File: src/rtl/argsort_seq.sv
// Frame argsort: loads N elements, odd-even transposition sort over N cycles, then streams {value, arrival index}.
// Latency N+1 cycles from last accept to first out_valid; out_ready low freezes the output, in_ready is low outside LOAD.
module argsort_seq #(
    parameter int N  = 9,
    parameter int W  = 8,
    parameter int PW = 4
) (
    input  logic          clk,
    input  logic          rst,
    input  logic          descend,
    input  logic          in_valid,
    input  logic [W-1:0]  in_data,
    output logic          in_ready,
    output logic          out_valid,
    output logic [W-1:0]  out_data,
    output logic [PW-1:0] out_ptr,
    output logic          out_last,
    input  logic          out_ready,
    output logic          busy
);
    localparam int CW = PW + 1;

    typedef enum logic [1:0] {LOAD, SORT, OUT} state_t;

    state_t         state;
    logic [CW-1:0]  cnt;
    logic [CW-1:0]  j;
    logic           desc_r;
    logic [W-1:0]   vals      [N];
    logic [PW-1:0]  idxs      [N];
    logic [W-1:0]   sort_vals [N];
    logic [PW-1:0]  sort_idxs [N];
    logic [W-1:0]   sel_val;
    logic [PW-1:0]  sel_idx;
    logic           accept;
    logic           last_cnt;

    assign in_ready = (state == LOAD) && !rst;
    assign accept   = in_valid && in_ready;
    assign last_cnt = (cnt == CW'(N - 1));

    // Equal values always keep arrival order, whichever direction is sorted.
    function automatic logic swap_needed(input logic [W-1:0] av, input logic [W-1:0] bv,
                                         input logic [PW-1:0] ai, input logic [PW-1:0] bi,
                                         input logic desc);
        if (av == bv)
            return ai > bi;
        return desc ? (av < bv) : (av > bv);
    endfunction

    // One transposition pass; pass parity selects even or odd pairs.
    always_comb begin
        sort_vals = vals;
        sort_idxs = idxs;
        for (int i = 0; i < N - 1; i++) begin
            if (((i % 2) == 1) == cnt[0] &&
                swap_needed(vals[i], vals[i+1], idxs[i], idxs[i+1], desc_r)) begin
                sort_vals[i]   = vals[i+1];
                sort_vals[i+1] = vals[i];
                sort_idxs[i]   = idxs[i+1];
                sort_idxs[i+1] = idxs[i];
            end
        end
    end

    always_comb begin
        sel_val = '0;
        sel_idx = '0;
        for (int k = 0; k < N; k++) begin
            if (j + CW'(1) == CW'(k)) begin
                sel_val = vals[k];
                sel_idx = idxs[k];
            end
        end
    end

    always_ff @(posedge clk) begin
        if (accept) begin
            for (int i = 0; i < N; i++) begin
                if (cnt == CW'(i)) begin
                    vals[i] <= in_data;
                    idxs[i] <= PW'(i);
                end
            end
        end else if (state == SORT) begin
            vals <= sort_vals;
            idxs <= sort_idxs;
        end
    end

    always_ff @(posedge clk) begin
        if (rst) begin
            state     <= LOAD;
            cnt       <= '0;
            j         <= '0;
            desc_r    <= 1'b0;
            out_valid <= 1'b0;
            out_last  <= 1'b0;
            busy      <= 1'b0;
            out_data  <= '0;
            out_ptr   <= '0;
        end else begin
            case (state)
                LOAD: begin
                    if (accept) begin
                        if (cnt == '0)
                            desc_r <= descend;
                        if (last_cnt) begin
                            state <= SORT;
                            cnt   <= '0;
                            busy  <= 1'b1;
                        end else begin
                            cnt <= cnt + CW'(1);
                        end
                    end
                end
                SORT: begin
                    if (last_cnt) begin
                        // Present position 0 straight from the final pass result.
                        state     <= OUT;
                        cnt       <= '0;
                        j         <= '0;
                        out_valid <= 1'b1;
                        out_data  <= sort_vals[0];
                        out_ptr   <= sort_idxs[0];
                        out_last  <= (N == 1);
                    end else begin
                        cnt <= cnt + CW'(1);
                    end
                end
                OUT: begin
                    if (out_ready) begin
                        if (out_last) begin
                            state     <= LOAD;
                            j         <= '0;
                            out_valid <= 1'b0;
                            out_last  <= 1'b0;
                            busy      <= 1'b0;
                            out_data  <= '0;
                            out_ptr   <= '0;
                        end else begin
                            j        <= j + CW'(1);
                            out_data <= sel_val;
                            out_ptr  <= sel_idx;
                            out_last <= (j + CW'(1) == CW'(N - 1));
                        end
                    end
                end
                default: state <= LOAD;
            endcase
        end
    end
endmodule

File: config.mk
export PLATFORM = sky130hd
export DESIGN_NAME = argsort_seq
export DESIGN_NICKNAME = d
export VERILOG_FILES = /design/src/rtl/argsort_seq.sv
export SDC_FILE = /design/constraint.sdc
export NUM_CORES = 1
export LEC_CHECK = 0
export ABC_AREA = 1
export CAP_MARGIN = 0
export CORE_ASPECT_RATIO = 1.2
export CORE_MARGIN = 2
export CORE_UTILIZATION = 45
export CTS_CLUSTER_SIZE = 30
export DETAILED_ROUTE_END_ITERATION = 6
export DONT_BUFFER_PORTS = 1
export SYNTH_ARGS = -nofsm -noshare
export SYNTH_HDL_FRONTEND = slang
export SYNTH_SLANG_ARGS = --single-unit
File: constraint.sdc
create_clock -name clk -period 5.2 [get_ports clk]
set_input_delay 0.52 -clock clk [delete_from_list [all_inputs] [get_ports clk]]
set_output_delay 0.52 -clock clk [all_outputs]
set_load 0.05 [all_outputs]
Word-level counts from Yosys, hierarchy flattened
Cells that the tools add are included.

Input port bits: 13. Bits in registers: 136.

Add/sub/neg operators: 2. Reduce and logical (&&, ||, !) cells: 41. Equal/unequal tests: 40. Bitwise gates (word level): 1. Mux-type cells: 119. Magnitude comparators: 24.

Operators with widths (count): 8-bit 2-to-1 mux (29); 72-bit 2-to-1 mux (2); 16-bit 2-to-1 mux (8); 4-bit 2-to-1 mux (21); 36-bit 2-to-1 mux (2); 8-bit == test (8); 8-bit greater-than comparator (8); 8-bit < comparator (8); 5-bit by 3-bit == test with 1-bit output, second input constant (8); 1-bit 2-to-1 mux (39); 4-bit greater-than comparator (8); 3-bit AND reduction (10); 5-bit 2-to-1 mux (5); 3-bit nonzero test (7); 5-bit by 2-bit == test with 1-bit output, second input constant (4); 5-bit case mux with 2 select lines (2); 2-bit by 1-bit != test with 1-bit output, second input constant (9); 8-bit case mux with 2 select lines (1); 5-bit by 1-bit adder with 5-bit output, second input constant (2); 5-bit by 1-bit == test with 1-bit output, second input constant (2); 5-bit by 4-bit == test with 1-bit output, second input constant (2); 1-bit logical AND (10); 5-bit zero test (2); 2-bit 2-to-1 mux (5); 13 further kinds (25).

Logic depth before layout (Yosys ltp)
Depth after elaboration: 14. Mapped depth: 18.

Worst setup path after synthesis
No wires, ideal clock.

Kind: input-to-reg. Start point: in rst. End point: reg idxs[12] (netlist name) (enable). Data required time: 4.800 ns. Library setup time: 0.400 ns. Stages: 5. Slack: 1.604 ns. Data arrival time: 3.196 ns. Cells stage by stage: nor3_1 > nand2_1 > nand2_1 > inv_1 > a211oi_1.

Longest elaborated chain between the ends: 5. Elaborated cells between the ends (all ways): 7.

RTL lines: from (decl) (RTL line 9) `input logic rst,`; 1-bit zero test * (RTL line 38) `assign in_ready = (state == LOAD) && !rst;`; 1-bit logical AND * (RTL line 38); 1-bit logical AND * (RTL line 39) `assign accept = in_valid && in_ready;`; 2-bit by 1-bit != test with 1-bit output (no source line), or another cell as far along; 3-bit AND reduction (no source line) *; to (signal, indexed assignment) (RTL line 82) `idxs[i] <= PW'(i);`; to (signal assigned) (RTL line 87) `idxs <= sort_idxs;`; to (decl) (RTL line 30) `logic [PW-1:0] idxs [N];`.

Every way passes the cells marked *; elsewhere a longest branch is shown, timed or not. A chain may end at the register's enable or synchronous reset.

Worst setup path in the final report
Start point: reg vals[60] (netlist name). End point: reg out_ptr[3].

Longest elaborated chain between the ends: 7. Elaborated cells between the ends (all ways): 10.

RTL lines: from (decl) (RTL line 29) `logic [W-1:0] vals [N];`; from (signal, indexed assignment) (RTL line 81) `vals[i] <= in_data;`; from (signal assigned) (RTL line 86) `vals <= sort_vals;`; 8-bit greater-than comparator, or another cell as far along (RTL line 48) `return desc ? (av < bv) : (av > bv);`; 1-bit 2-to-1 mux (on tied branches) (RTL line 48, 46); 1-bit 2-to-1 mux * (RTL line 48); 1-bit logical AND * (RTL line 56) `if (((i % 2) == 1) == cnt[0] &&`; 8-bit 2-to-1 mux * (RTL line 56); 4-bit 2-to-1 mux * (RTL line 118) `if (last_cnt) begin`; 4-bit case mux with 2 select lines * (RTL line 103) `case (state)`; to (signal assigned) (RTL line 125) `out_ptr <= sort_idxs[0];`; to (signal assigned) (RTL line 144) `out_ptr <= sel_idx;`; to (decl) (RTL line 16) `output logic [PW-1:0] out_ptr,`.

Every way passes the cells marked *; elsewhere a longest branch is shown, timed or not. The select of a mux whose other input is x is not followed.

==> run metrics <==
number of iterations in the first detailed-routing pass 6; maximum number of pins on one net before global-route repair 57; capturing instance or port of the critical path out_ptr[3]$_SDFFE_PP0P_; area grow syn2layout 8.03%; filler instances 2,196; synthesized net count 1,440; dominant cell type by area after synthesis sky130_fd_sc_hd__edfxtp_1; Critical Path RT 5.53 ns; die area 23,600 sq um; grt total ovfl 0; endpoint of the lowest-slack register-to-register path out_ptr[3]$_SDFFE_PP0P_; worst path arrival time 4.43 ns; proportion of layout cells with a drive suffix above 1 0.0556; worst-path maximum fanout 20; post-synthesis average cell area 7.60 sq um; Inst Count DP 1,556; number of buffers on the longest clock path 2; Core Area 21,800 sq um; min-delay worst type in2reg; most repeated cell in the gate-level netlist after synthesis sky130_fd_sc_hd__nand2_1; first-pass GRT wire length 52,200 um; number of stages on the worst hold path 1; H-Tree Depth 4; number of buffers created by CTS 17; post-CTS clock slew at the launch and capture registers of the worst setup and hold paths 0.07 ns; worst setup path startpoint vals[60]$_DFFE_PP_; post-cts gate resize count 0; total cell area at the placement stage 10,300 sq um; count of antenna diodes in the layout 0; final slew viol count 0; netlist area before placement 10,100 sq um; total power density per cell area 273 nW/um^2; average vias per placed instance 5.89; final instance area 10,900 sq um; clock tree from TritonCTS built; Slowest-stage cell, CP sky130_fd_sc_hd__o21ai_0; Async S/R FF share, synth 0; final-layout setup total negative slack 0 ns; total number of yosys warnings 0; worst ir drop on vdd 228 uV; element type at the critical path start register; number of instances in the synthesized netlist 1,322; sequential area share after synthesis 0.378; count of flip-flops with a built-in enable after synthesis 108; starting density of the core 0.462; critical path capture point type register; ANT nets after route 0; num ports 29; setup repair after global routing missed its margin false; Synth cell types 39; global router's overall resource usage 0.290; worst setup slack for register-to-register paths 1.11 ns; initial antenna violation count 0; Post-Route Skew 0.0126 ns; launch instance of the worst register-to-register path vals[60]$_DFFE_PP_; post-detailed-routing wire length 33,800 um; via count of the first global-routing pass 8,947; Starting DRT DRC Count 935; top cell type's share of synthesized area 0.323; flip-flop cell with the highest count after synthesis sky130_fd_sc_hd__edfxtp_1; number of storage elements in the synthesis netlist 136; y dimension of the die 168 um; static power due to leakage 5.14 nW; most numerous cell types in the synthesized netlist sky130_fd_sc_hd__nand2_1, sky130_fd_sc_hd__inv_1, sky130_fd_sc_hd__a21oi_1; maxcap violations 0; post-route clock period utilization 0.787; input/output buffers 0; die width 140 um; endpoints failing setup 0; relative slew slack 0.280; placed wire-length estimate after detailed placement 25,600 um; number of vias in the routed layout 9,357; DRC errors left 0; Most Frequent Cell on Critical Path sky130_fd_sc_hd__nor2_1; shortest period the worst path allows 4.09 ns; largest cells by area after synthesis sky130_fd_sc_hd__edfxtp_1, sky130_fd_sc_hd__nand2_1, sky130_fd_sc_hd__ha_1; ordered cell list for the critical path inv_1 > ha_1 > nand2_1 > nor2_1 > nand4_1 > a21oi_1 > nor2_1 > nand2_1 > clkinv_1 > o21ai_0 > o21ai_0 > a21oi_1 > nor2_1; Hold Fails Final Rpt 0; GPL Wtd Cong 0.928; placement row count 59; Skew-Pair Late Insertion Delay 0.43 ns; WL/cell 21.3 um; setup fix buffers added after clock tree synthesis 0; transition at the pin with the smallest max-transition slack 1.08 ns; setup slack after placement 1.28 ns; clk sinks 136; CTS Root Cell sky130_fd_sc_hd__clkbuf_16; category of the most critical setup path reg2reg; number of hold buffers added after cts 0; fmax 244 MHz; worst path setup slack after routing 1.11 ns; cell count of the worst reg-to-reg path 13; count of non-filler cells in the finished layout 1,588; post-layout net count 1,419; outcome completed; largest stage delay on the critical path 0.73 ns
-- area by class of cell --
| class | count | area (sq um) | area share |
|---|---|---|---|
| Timing Repair Buffer | 12 | 90.1 | 0.00830 |
| Clock buffer | 19 | 464 | 0.0428 |
| Inverter | 191 | 717 | 0.0660 |
| Multi-Input combinational cell | 943 | 5310 | 0.489 |
| Tap cell | 274 | 343 | 0.0316 |
| Sequential cell | 136 | 3800 | 0.350 |
| Clock inverter | 13 | 131 | 0.0121 |
-- kinds of logic (layout without fill, tap and decap cells) --
kind of cell               Yosys count  in the layout  synth area share
and+or+nand+nor                    537            537             0.223
DFF                                136            136             0.378
xor gates and xnor gates             7              7           0.00610
AOI/OAI and AO/OA                  294            294             0.166
adders and majority gates          105            105             0.131
buffers and inverters              243            235            0.0964
-- worst max-delay path, delay by kind of cell, from the launching register on --
family | cells | cell delay, ns
compound gates | 4 | 1.33
simple gates | 6 | 1.09
buf+inv | 2 | 0.84
flops | 1 | 0.42
fa+ha+maj | 1 | 0.30
-- layout by cell type, fill, tap and decap left out, types with 5 or more instances in the layout --
cell type / n
sky130_fd_sc_hd__nand4_1: 16
sky130_fd_sc_hd__dfxtp_1: 28
sky130_fd_sc_hd__buf_4: 12
sky130_fd_sc_hd__nor3_1: 8
sky130_fd_sc_hd__edfxtp_1: 108
sky130_fd_sc_hd__clkbuf_16: 18
sky130_fd_sc_hd__o22ai_1: 50
sky130_fd_sc_hd__o21ai_0: 41
sky130_fd_sc_hd__xor2_1: 7
sky130_fd_sc_hd__a21oi_1: 156
sky130_fd_sc_hd__o211ai_1: 10
sky130_fd_sc_hd__nor2_1: 52
sky130_fd_sc_hd__o221ai_1: 12
sky130_fd_sc_hd__inv_1: 186
sky130_fd_sc_hd__nand2_1: 369
sky130_fd_sc_hd__nor2_2: 5
sky130_fd_sc_hd__nand3_2: 6
sky130_fd_sc_hd__nand3_1: 69
sky130_fd_sc_hd__ha_1: 105
-- flip-flops by register name, summed over array words and instances, names as in the netlist --
register	cells
state	2
out_valid	1
out_last	1
desc_r	1
idxs	36
j	5
cnt	5
busy	1
out_data	8
out_ptr	4
vals	72
-- how the worst min path moves through the flow --
stage                                  from                 to  slack, ns
after floorplan           j[4]$_SDFFE_PP0P_  j[4]$_SDFFE_PP0P_       0.47
after global placement    j[4]$_SDFFE_PP0P_  j[4]$_SDFFE_PP0P_       0.48
after detailed placement  j[4]$_SDFFE_PP0P_  j[4]$_SDFFE_PP0P_       0.49
after CTS                               rst  j[1]$_SDFFE_PP0P_       0.14
after global routing                    rst  j[2]$_SDFFE_PP0P_       0.14
final                                   rst  j[1]$_SDFFE_PP0P_       0.15
-- where the power goes --
| group | total [W] | switching (W) | leakage (nW) | internal [W] |
|---|---|---|---|---|
| clock | 0.00125 | 0.000539 | 0.293 | 0.000713 |
| sequential | 0.00127 | 0.0000346 | 1.23 | 0.00123 |
| combinational | 0.000442 | 0.000308 | 3.62 | 0.000133 |
-- per-stage QoR --
step           total power (W)  hold WS, ns  utilization
5_1_grt                0.00306        0.138        0.499
4_1_cts                0.00295        0.137        0.498
3_3_place_gp           0.00172        0.480        0.471
3_5_place_dp           0.00172        0.488        0.471
2_1_floorplan          0.00158        0.470            -
6_report               0.00296        0.149        0.499
-- per-layer routing --
metal / global-route usage / vias up / part of all wire
li1: - / 4458 / -
met1: 0.374 / 4409 / 0.41
met2: 0.472 / 397 / 0.47
met3: 0.0540 / 93 / 0.069
met4: 0.139 / 0 / 0.051
met5: 0 / - / 0
Power figures use the tool's default switching activity.
